### config.mk
export PLATFORM = sky130hd
export DESIGN_NAME = rsa32_apb_ctrl
export DESIGN_NICKNAME = d
export VERILOG_FILES = /design/src/rtl/rsa32_pkg.sv /design/src/rtl/rsa32_end_edge.sv /design/src/rtl/rsa32_apb_ctrl.sv
export SDC_FILE = /design/constraint.sdc
export NUM_CORES = 1
export LEC_CHECK = 0
export CAP_MARGIN = 5
export CORE_ASPECT_RATIO = 0.9
export CORE_MARGIN = 2
export CORE_UTILIZATION = 45
export DETAILED_ROUTE_END_ITERATION = 16
export MAX_ROUTING_LAYER = met4
export PLACE_DENSITY = 0.8
export SLEW_MARGIN = 15
export SYNTH_ARGS = -nofsm -noshare
export SYNTH_HDL_FRONTEND = slang
export SYNTH_SLANG_ARGS = --single-unit
export TNS_END_PERCENT = 100
### constraint.sdc
create_clock -name i_clk -period 6.4 [get_ports i_clk]
set_clock_uncertainty 0.2 [all_clocks]
set_input_delay 1.92 -clock i_clk [delete_from_list [all_inputs] [get_ports i_clk]]
set_output_delay 1.92 -clock i_clk [all_outputs]
set_load 0.005 [all_outputs]
### src/rtl/rsa32_pkg.sv
`default_nettype none
// ============================================================================
//  Module   : rsa32_pkg
//  Purpose  : Shared register offsets, bit indices and FSM encoding for the
//             rsa32 APB control front-end.
//  Revision : 1.0  initial release
// ============================================================================
package rsa32_pkg;

    // Word offsets, i.e. the value of paddr[4:2]
    localparam logic [2:0] ADDR_BASE   = 3'd0;
    localparam logic [2:0] ADDR_EXP    = 3'd1;
    localparam logic [2:0] ADDR_N      = 3'd2;
    localparam logic [2:0] ADDR_CTRL   = 3'd3;
    localparam logic [2:0] ADDR_STATUS = 3'd4;
    localparam logic [2:0] ADDR_RESULT = 3'd5;
    localparam logic [2:0] ADDR_CYCLES = 3'd6;

    // CTRL register bits
    localparam int CTRL_START_BIT  = 0;
    localparam int CTRL_IRQ_EN_BIT = 1;

    // STATUS register bits
    localparam int STAT_BUSY_BIT = 0;
    localparam int STAT_DONE_BIT = 1;
    localparam int STAT_ERR_BIT  = 2;

    // FSM encoding
    localparam logic [0:0] ST_IDLE = 1'b0;
    localparam logic [0:0] ST_RUN  = 1'b1;

endpackage : rsa32_pkg
`default_nettype wire

### src/rtl/rsa32_end_edge.sv
`default_nettype none
// ============================================================================
//  Module   : rsa32_end_edge
//  Purpose  : Two-flop sampler of the core completion flag with a rising-edge
//             pulse output. A flag that stays high produces no further pulses.
//  Revision : 1.0  initial release
// ============================================================================
module rsa32_end_edge (
    input  logic i_clk,
    input  logic i_rst,
    input  logic i_end,
    output logic o_rise
);

    logic r_end_s1;
    logic r_end_s2;

    // Sample the completion flag and keep one cycle of history for edge detection
    always_ff @(posedge i_clk or posedge i_rst) begin
        if (i_rst) begin
            r_end_s1 <= 1'b0;
            r_end_s2 <= 1'b0;
        end else begin
            r_end_s1 <= i_end;
            r_end_s2 <= r_end_s1;
        end
    end

    assign o_rise = r_end_s1 & ~r_end_s2;

endmodule : rsa32_end_edge
`default_nettype wire

### src/rtl/rsa32_apb_ctrl.sv
`default_nettype none
// ============================================================================
//  Module   : rsa32_apb_ctrl
//  Purpose  : APB3 slave front-end for the rsa32 modular-exponentiation core:
//             operand registers, start pulse, result capture, status, irq
//             and a saturating compute-cycle counter.
//  Revision : 1.0  initial release
// ============================================================================
module rsa32_apb_ctrl
    import rsa32_pkg::*;
#(
    parameter int ADDR_W = 8,
    parameter int CNT_W  = 32
) (
    input  logic              i_clk,
    input  logic              i_rst,
    input  logic              i_psel,
    input  logic              i_penable,
    input  logic              i_pwrite,
    input  logic [ADDR_W-1:0] i_paddr,
    input  logic [31:0]       i_pwdata,
    output logic [31:0]       o_prdata,
    output logic              o_pready,
    output logic              o_pslverr,
    output logic              o_start,
    output logic [31:0]       o_base,
    output logic [31:0]       o_exp,
    output logic [31:0]       o_N,
    input  logic [31:0]       i_result,
    input  logic              i_end,
    output logic              o_irq
);

    logic [0:0]       r_state;
    logic             r_start;
    logic             r_irq_en;
    logic             r_done;
    logic             r_err;
    logic [31:0]      r_base;
    logic [31:0]      r_exp;
    logic [31:0]      r_n;
    logic [31:0]      r_result;
    logic [CNT_W-1:0] r_cycles;

    logic             w_access;
    logic             w_wr;
    logic [2:0]       w_idx;
    logic             w_busy;
    logic             w_wr_operand;
    logic             w_wr_ctrl;
    logic             w_wr_status;
    logic             w_start_req;
    logic             w_start_fire;
    logic             w_start_err;
    logic             w_end_rise;
    logic             w_complete;
    logic [31:0]      w_rdata;
    logic             w_unused;

    // Only paddr[4:2] selects a register; the remaining address bits alias
    assign w_unused = ^{i_paddr[ADDR_W-1:5], i_paddr[1:0]};

    assign w_access     = i_psel & i_penable;
    assign w_wr         = w_access & i_pwrite;
    assign w_idx        = i_paddr[4:2];
    assign w_busy       = (r_state == ST_RUN);
    assign w_wr_operand = w_wr & ((w_idx == ADDR_BASE) | (w_idx == ADDR_EXP) | (w_idx == ADDR_N));
    assign w_wr_ctrl    = w_wr & (w_idx == ADDR_CTRL);
    assign w_wr_status  = w_wr & (w_idx == ADDR_STATUS);
    assign w_start_req  = w_wr_ctrl & i_pwdata[CTRL_START_BIT];
    assign w_start_fire = w_start_req & ~w_busy;
    assign w_start_err  = w_start_req & w_busy;

    // The o_start cycle is excluded so a flag rising just before the start is stale
    assign w_complete   = w_busy & w_end_rise & ~r_start;

    rsa32_end_edge u_end_edge (
        .i_clk  (i_clk),
        .i_rst  (i_rst),
        .i_end  (i_end),
        .o_rise (w_end_rise)
    );

    // Operand registers are frozen while the core is running
    always_ff @(posedge i_clk or posedge i_rst) begin
        if (i_rst) begin
            r_base <= '0;
            r_exp  <= '0;
            r_n    <= '0;
        end else if (w_wr_operand && !w_busy) begin
            case (w_idx)
                ADDR_BASE: r_base <= i_pwdata;
                ADDR_EXP:  r_exp  <= i_pwdata;
                default:   r_n    <= i_pwdata;
            endcase
        end
    end

    // FSM, start pulse and status flags; completion set beats a same-cycle W1C
    always_ff @(posedge i_clk or posedge i_rst) begin
        if (i_rst) begin
            r_state  <= ST_IDLE;
            r_start  <= 1'b0;
            r_irq_en <= 1'b0;
            r_done   <= 1'b0;
            r_err    <= 1'b0;
            r_result <= '0;
        end else begin
            r_start <= w_start_fire;
            if (w_wr_ctrl) begin
                r_irq_en <= i_pwdata[CTRL_IRQ_EN_BIT];
            end
            if (w_start_fire) begin
                r_state <= ST_RUN;
            end else if (w_complete) begin
                r_state <= ST_IDLE;
            end
            if (w_complete) begin
                r_result <= i_result;
            end
            if (w_complete) begin
                r_done <= 1'b1;
            end else if (w_start_fire || (w_wr_status && i_pwdata[STAT_DONE_BIT])) begin
                r_done <= 1'b0;
            end
            if (w_start_err) begin
                r_err <= 1'b1;
            end else if (w_wr_status && i_pwdata[STAT_ERR_BIT]) begin
                r_err <= 1'b0;
            end
        end
    end

    // Compute-cycle counter: cleared on start, counts every RUN cycle, saturates
    always_ff @(posedge i_clk or posedge i_rst) begin
        if (i_rst) begin
            r_cycles <= '0;
        end else if (w_start_fire) begin
            r_cycles <= '0;
        end else if (w_busy && (r_cycles != {CNT_W{1'b1}})) begin
            r_cycles <= r_cycles + 1'b1;
        end
    end

    // Read mux; reserved and write-only fields read as zero
    always_comb begin
        w_rdata = '0;
        case (w_idx)
            ADDR_BASE:   w_rdata = r_base;
            ADDR_EXP:    w_rdata = r_exp;
            ADDR_N:      w_rdata = r_n;
            ADDR_CTRL:   w_rdata[CTRL_IRQ_EN_BIT] = r_irq_en;
            ADDR_STATUS: begin
                w_rdata[STAT_BUSY_BIT] = w_busy;
                w_rdata[STAT_DONE_BIT] = r_done;
                w_rdata[STAT_ERR_BIT]  = r_err;
            end
            ADDR_RESULT: w_rdata = r_result;
            ADDR_CYCLES: w_rdata = 32'(r_cycles);
            default:     w_rdata = '0;
        endcase
    end

    assign o_prdata  = w_access ? w_rdata : 32'd0;
    assign o_pready  = 1'b1;
    assign o_pslverr = w_busy & (w_wr_operand | w_start_req);
    assign o_start   = r_start;
    assign o_base    = r_base;
    assign o_exp     = r_exp;
    assign o_N       = r_n;
    assign o_irq     = r_done & r_irq_en;

endmodule : rsa32_apb_ctrl
`default_nettype wire

# Word level (Yosys, flattened, before mapping)
# Index checks and enable logic that the tools add are counted.
# Widths: inputs -> output; s select.
[op_classes]
muxes = 13
bitwise = 20
n_addsub = 1
eq_ne = 7
n_reduce_logical = 15
[ops]
columns = ["op", "count"]
rows = [
  ["$pmux 29 s5", 1],
  ["$mux 32", 3],
  ["$add 32x1->32 const B", 1],
  ["$ne 32x32->1 const B", 1],
  ["$and 1x1->1", 13],
  ["$pmux 1 s6", 2],
  ["$eq 3x3->1 const B", 3],
  ["$reduce_bool 2->1", 4],
  ["$pmux 1 s7", 1],
  ["$eq 3x2->1 const B", 2],
  ["$mux 1", 6],
  ["$reduce_and 2->1", 3],
  ["$logic_and 1x1->1", 4],
  ["$not 1->1", 4],
  ["$eq 3x1->1 const B", 1],
  ["$logic_not 3->1", 1],
  ["$or 1x1->1", 3],
  ["$reduce_or 2->1", 1],
  ["$logic_not 1->1", 1],
  ["$logic_or 1x1->1", 1],
]
[totals]
out_inout_bits = 132
elab_cells = 68
ff_bits = 167

# Longest topological paths before layout
[logic_depth]
ltp_word = 8
ltp_mapped = 9
mapped_depth_nobuf = 6

# By module
# Synthesis repeated with hierarchy kept, for this count alone.
[unflattened]
hier_cells = 682
hier_area_um2 = 8286.7
[by_module_without_submodules]
columns = ["mod", "area_per_inst_um2", "cells_per_inst", "instances", "seq_area_each_um2"]
rows = [
  ["rsa32_apb_ctrl", 8219.1, 678, 1, 4129.0],
  ["rsa32_end_edge", 67.6, 4, 1, 50.0],
]

# Least setup slack after synthesis
# Ideal clock, no wire load.
[synth_path]
kind = "input port to output port"
from = "input port i_paddr[3]"
to = "output port o_prdata[14]"
arrival_time_ps = 3187
path_stages = 7
path_buffers = 3
slack_ps = 1093
cell_sequence = "clkbuf_1 buf_2 buf_2 mux2i_1 nor2_1 a211oi_1 a211oi_1"
[synth_via]
elab_chain_len = 3
word_cells_on_any_way = 7
cone_classes = "eq/ne (4); mux (2); reduce/logical (1)"
[synth_rtl]
columns = ["element", "line_no", "rtl"]
rows = [
  ["from (decl)", "rsa32_apb_ctrl.sv:20", "input logic [ADDR_W-1:0] i_paddr,"],
  ["$eq 3x3->1 (tied with other cells)", "rsa32_apb_ctrl.sv:148", "case (w_idx)"],
  ["$pmux 29 s5 *", "rsa32_apb_ctrl.sv:148", ""],
  ["$mux 32 *", "rsa32_apb_ctrl.sv:164", "assign o_prdata = w_access ? w_rdata : 32'd0;"],
  ["to (decl)", "rsa32_apb_ctrl.sv:22", "output logic [31:0] o_prdata,"],
]
# Mark *: on every way between the ends. The rest lies on a longest branch, timed or not.

# Worst setup path in the final report
[layout_path]
from = "input port i_paddr[3]"
to = "output port o_prdata[10]"
# Same word-level chain as after synthesis.

==> flow_metrics.env <==
export IMPL_synth_ff_type="dfrtp_1"
export IMPL_cts_tree="yes"
export IMPL_cap_violations=0
export IMPL_post_dp_hpwl_mm=16.9
export IMPL_fin_tns_setup_ns=0
export IMPL_r2r_setup_slack_ns=3.60
export IMPL_seq_area_frac_synth_pct=50.9
export IMPL_mostFrequentLayoutCell="clkdlybuf4s50_1"
export IMPL_worst_pin_slew_ns=1.06
export IMPL_core_mm2=0.0177
export IMPL_ctsRootBufferMaster="clkbuf_16"
export IMPL_gp_congestion=0.844
export IMPL_finalCriticalPeriod_ns=6.01
export IMPL_multi_input_area_mm2=0.00378
export IMPL_layout_cells_non_filler=1136
export IMPL_firstDrtPassIters=7
export IMPL_io_pins=210
export IMPL_min_path_type="reg2reg"
export IMPL_viasPerCell=5.95
export IMPL_cts_resized=0
export IMPL_grt_pass1_wl_mm=38.3
export IMPL_crit_type="in2out"
export IMPL_synth_cell_types=51
export IMPL_cp_required_ns=4.28
export IMPL_period_share_pct=94.0
export IMPL_vias=6756
export IMPL_die_w_um=146
export IMPL_synth_area_mm2=0.00820
export IMPL_start_util_pct=46.3
export IMPL_rsz0062_at_grt="no"
export IMPL_clk_pin_slew_ns=0.07
export IMPL_wire_per_inst_um=21.8
export IMPL_post_cts_buffers=0
export IMPL_antenna_found_initial=2
export IMPL_power_density_mw_per_mm2=328
export IMPL_cts_sinks=167
export IMPL_postSynth_asyncResetShare_pct=100
export IMPL_fp_dieH_um=132
export IMPL_cts_hold_fix_buffers=0
export IMPL_nFillCells=1445
export IMPL_synth_seq_cells=167
export IMPL_crit_path_top_delay_cell="clkdlybuf4s50_1"
export IMPL_grt_pass1_vias=6649
export IMPL_io_buffers=203
export IMPL_path_cells="buf_2 -> buf_4 -> nor2_1 -> nand2_1 -> nand2b_1 -> buf_4 -> a211oi_1 -> clkdlybuf4s50_1"
export IMPL_drt_iter0_drc=428
export IMPL_crit_path_start_kind="primary input"
export IMPL_drv_slew=0
export IMPL_routed_wl_mm=24.8
export IMPL_syn_to_final_growth_pct=35.5
export IMPL_dieArea_mm2=0.0193
export IMPL_cts_buffers=17
export IMPL_drcViolationCount=0
export IMPL_critPathArrivalTime_ns=3.89
export IMPL_max_freq_ghz=0.166
export IMPL_p_leak_uw=0.00454
export IMPL_status="completed"
export IMPL_final_util_pct=62.7
export IMPL_yosysWarningCount=0
export IMPL_globalRouteOverflowTotal=0
export IMPL_hold_violations=0
export IMPL_final_layout_size_suffix_gt1_share_pct=21.9
export IMPL_placed_cells=1103
export IMPL_setup_viol_count_final=0
export IMPL_postSynthCellCount=697
export IMPL_crit_path_end_kind="output port"
export IMPL_grt_usage_pct=26.5
export IMPL_clk_insertion_delay_late_ns=0.43
export IMPL_syn_num_nets=776
export IMPL_path_common_cell="buf_4"
export IMPL_cts_max_level=4
export IMPL_layout_nets=961
export IMPL_vdd_ir_drop_max_v=0.000207
export IMPL_cp_max_fo=29
export IMPL_final_cell_mix="clkdlybuf4s50_1 (200), dfrtp_1 (167), mux2_2 (129), a211oi_1 (62), nor2_1 (55)"
export IMPL_maxSlewHeadroom_pct=29.4
export IMPL_ant_nets=0
export IMPL_synth_edf_count=0
export IMPL_slowest_delay_ns=0.63
export IMPL_clock_path_buffers=2
export IMPL_grt_max_degree=168
export IMPL_rows=46
export IMPL_avgSynthCellArea_um2=11.8
export IMPL_seq_area_mm2=0.00418
[cell families (layout without fill, tap and decap cells)]
family	count (synthesis)	count (layout)	synth area share, %
compound gates	136	136	12.3
xor+xnor	10	10	1.07
fa+ha+maj	1	1	0.153
buf+inv	60	257	3.40
flops	167	167	50.9
mux	169	169	22.8
other cells	1	3	0.0457
simple gates	153	153	9.35
[per-stage QoR]
stage               hold slack [ns]  setup WS, ns  total power, uW  cell area (um^2)
floorplan                     0.146          1.09             2060              8210
global placement              0.174         0.401             2540             10500
detailed placement            0.190         0.380             2580             10500
CTS                           0.205         0.374             3660             11100
global route                  0.215         0.273             3810             11100
finish                        0.204         0.386             3650             11100
[cell usage after synthesis (all sizes together) (4+ instances only)]
| cell type | instances | area share, % |
|---|---|---|
| dfrtp | 167 | 51 |
| mux2 | 131 | 18 |
| a211oi | 63 | 5.8 |
| nor2 | 55 | 2.5 |
| mux2i | 37 | 4.5 |
| a22oi | 29 | 2.7 |
| buf | 29 | 2.0 |
| clkbuf | 26 | 1.2 |
| nand2 | 26 | 1.2 |
| nand3 | 13 | 0.85 |
| nand4 | 12 | 0.92 |
| o21ai | 11 | 0.67 |
| a21oi | 8 | 0.49 |
| and4 | 7 | 0.75 |
| nor3 | 7 | 0.43 |
| o211ai | 7 | 0.64 |
| or3 | 7 | 0.53 |
| xnor2 | 6 | 0.64 |
| and2 | 5 | 0.38 |
| inv | 5 | 0.23 |
| nor2b | 4 | 0.31 |
| nor4 | 4 | 0.31 |
| o21a | 4 | 0.37 |
| o31ai | 4 | 0.37 |
| xor2 | 4 | 0.43 |
[per-layer routing]
metal	part of all wire, %	GRT usage [%]
met1	42	33.0
met2	47	41.7
met3	8.3	7.65
met4	2.5	8.79
met5	0	-
[critical path: cells and delay by family]
kind / cells / cell delay, ns
AOI/OAI and AO/OA: 1 / 0.26
buffers and inverters: 4 / 1.50
and+or+nand+nor: 3 / 0.20
[layout make-up]
class | instances | share of cell area (%)
Sequential cell | 167 | 37.6
Tap cell | 240 | 2.70
Timing Repair Buffer | 221 | 19.9
Clock buffer | 20 | 4.20
Clock inverter | 11 | 1.32
Multi-Input combinational cell | 470 | 34.0
Inverter | 5 | 0.203
Antenna cell | 2 | 0.0450
[flip-flops by register name (all words and copies together) (netlist names), 32 cells and up]
signal and count:
o_exp 32, o_N 32, r_cycles 32, o_base 32, r_result 32
[report_power, final]
group          switching (uW)  internal [uW]
registers                 271           1350
clock network             431            644
logic                     368            583
[path summary, 6_finish.rpt]
| path | end | depth (start not counted) | from |
|---|---|---|---|
| hold / removal | u_end_edge.r_end_s2 | 0 | u_end_edge.r_end_s1 |
| hold reg to reg | u_end_edge.r_end_s2 | 0 | u_end_edge.r_end_s1 |
| setup reg to reg | o_base[19] | 5 | r_state |
| setup / recovery | o_prdata[10] | 8 | i_paddr[3] |
| min in group asynchronous | o_N[1] | 3 | i_rst |
| max in group asynchronous | o_N[14] | 3 | i_rst |
No activity file was read; power rests on OpenSTA's default activity.
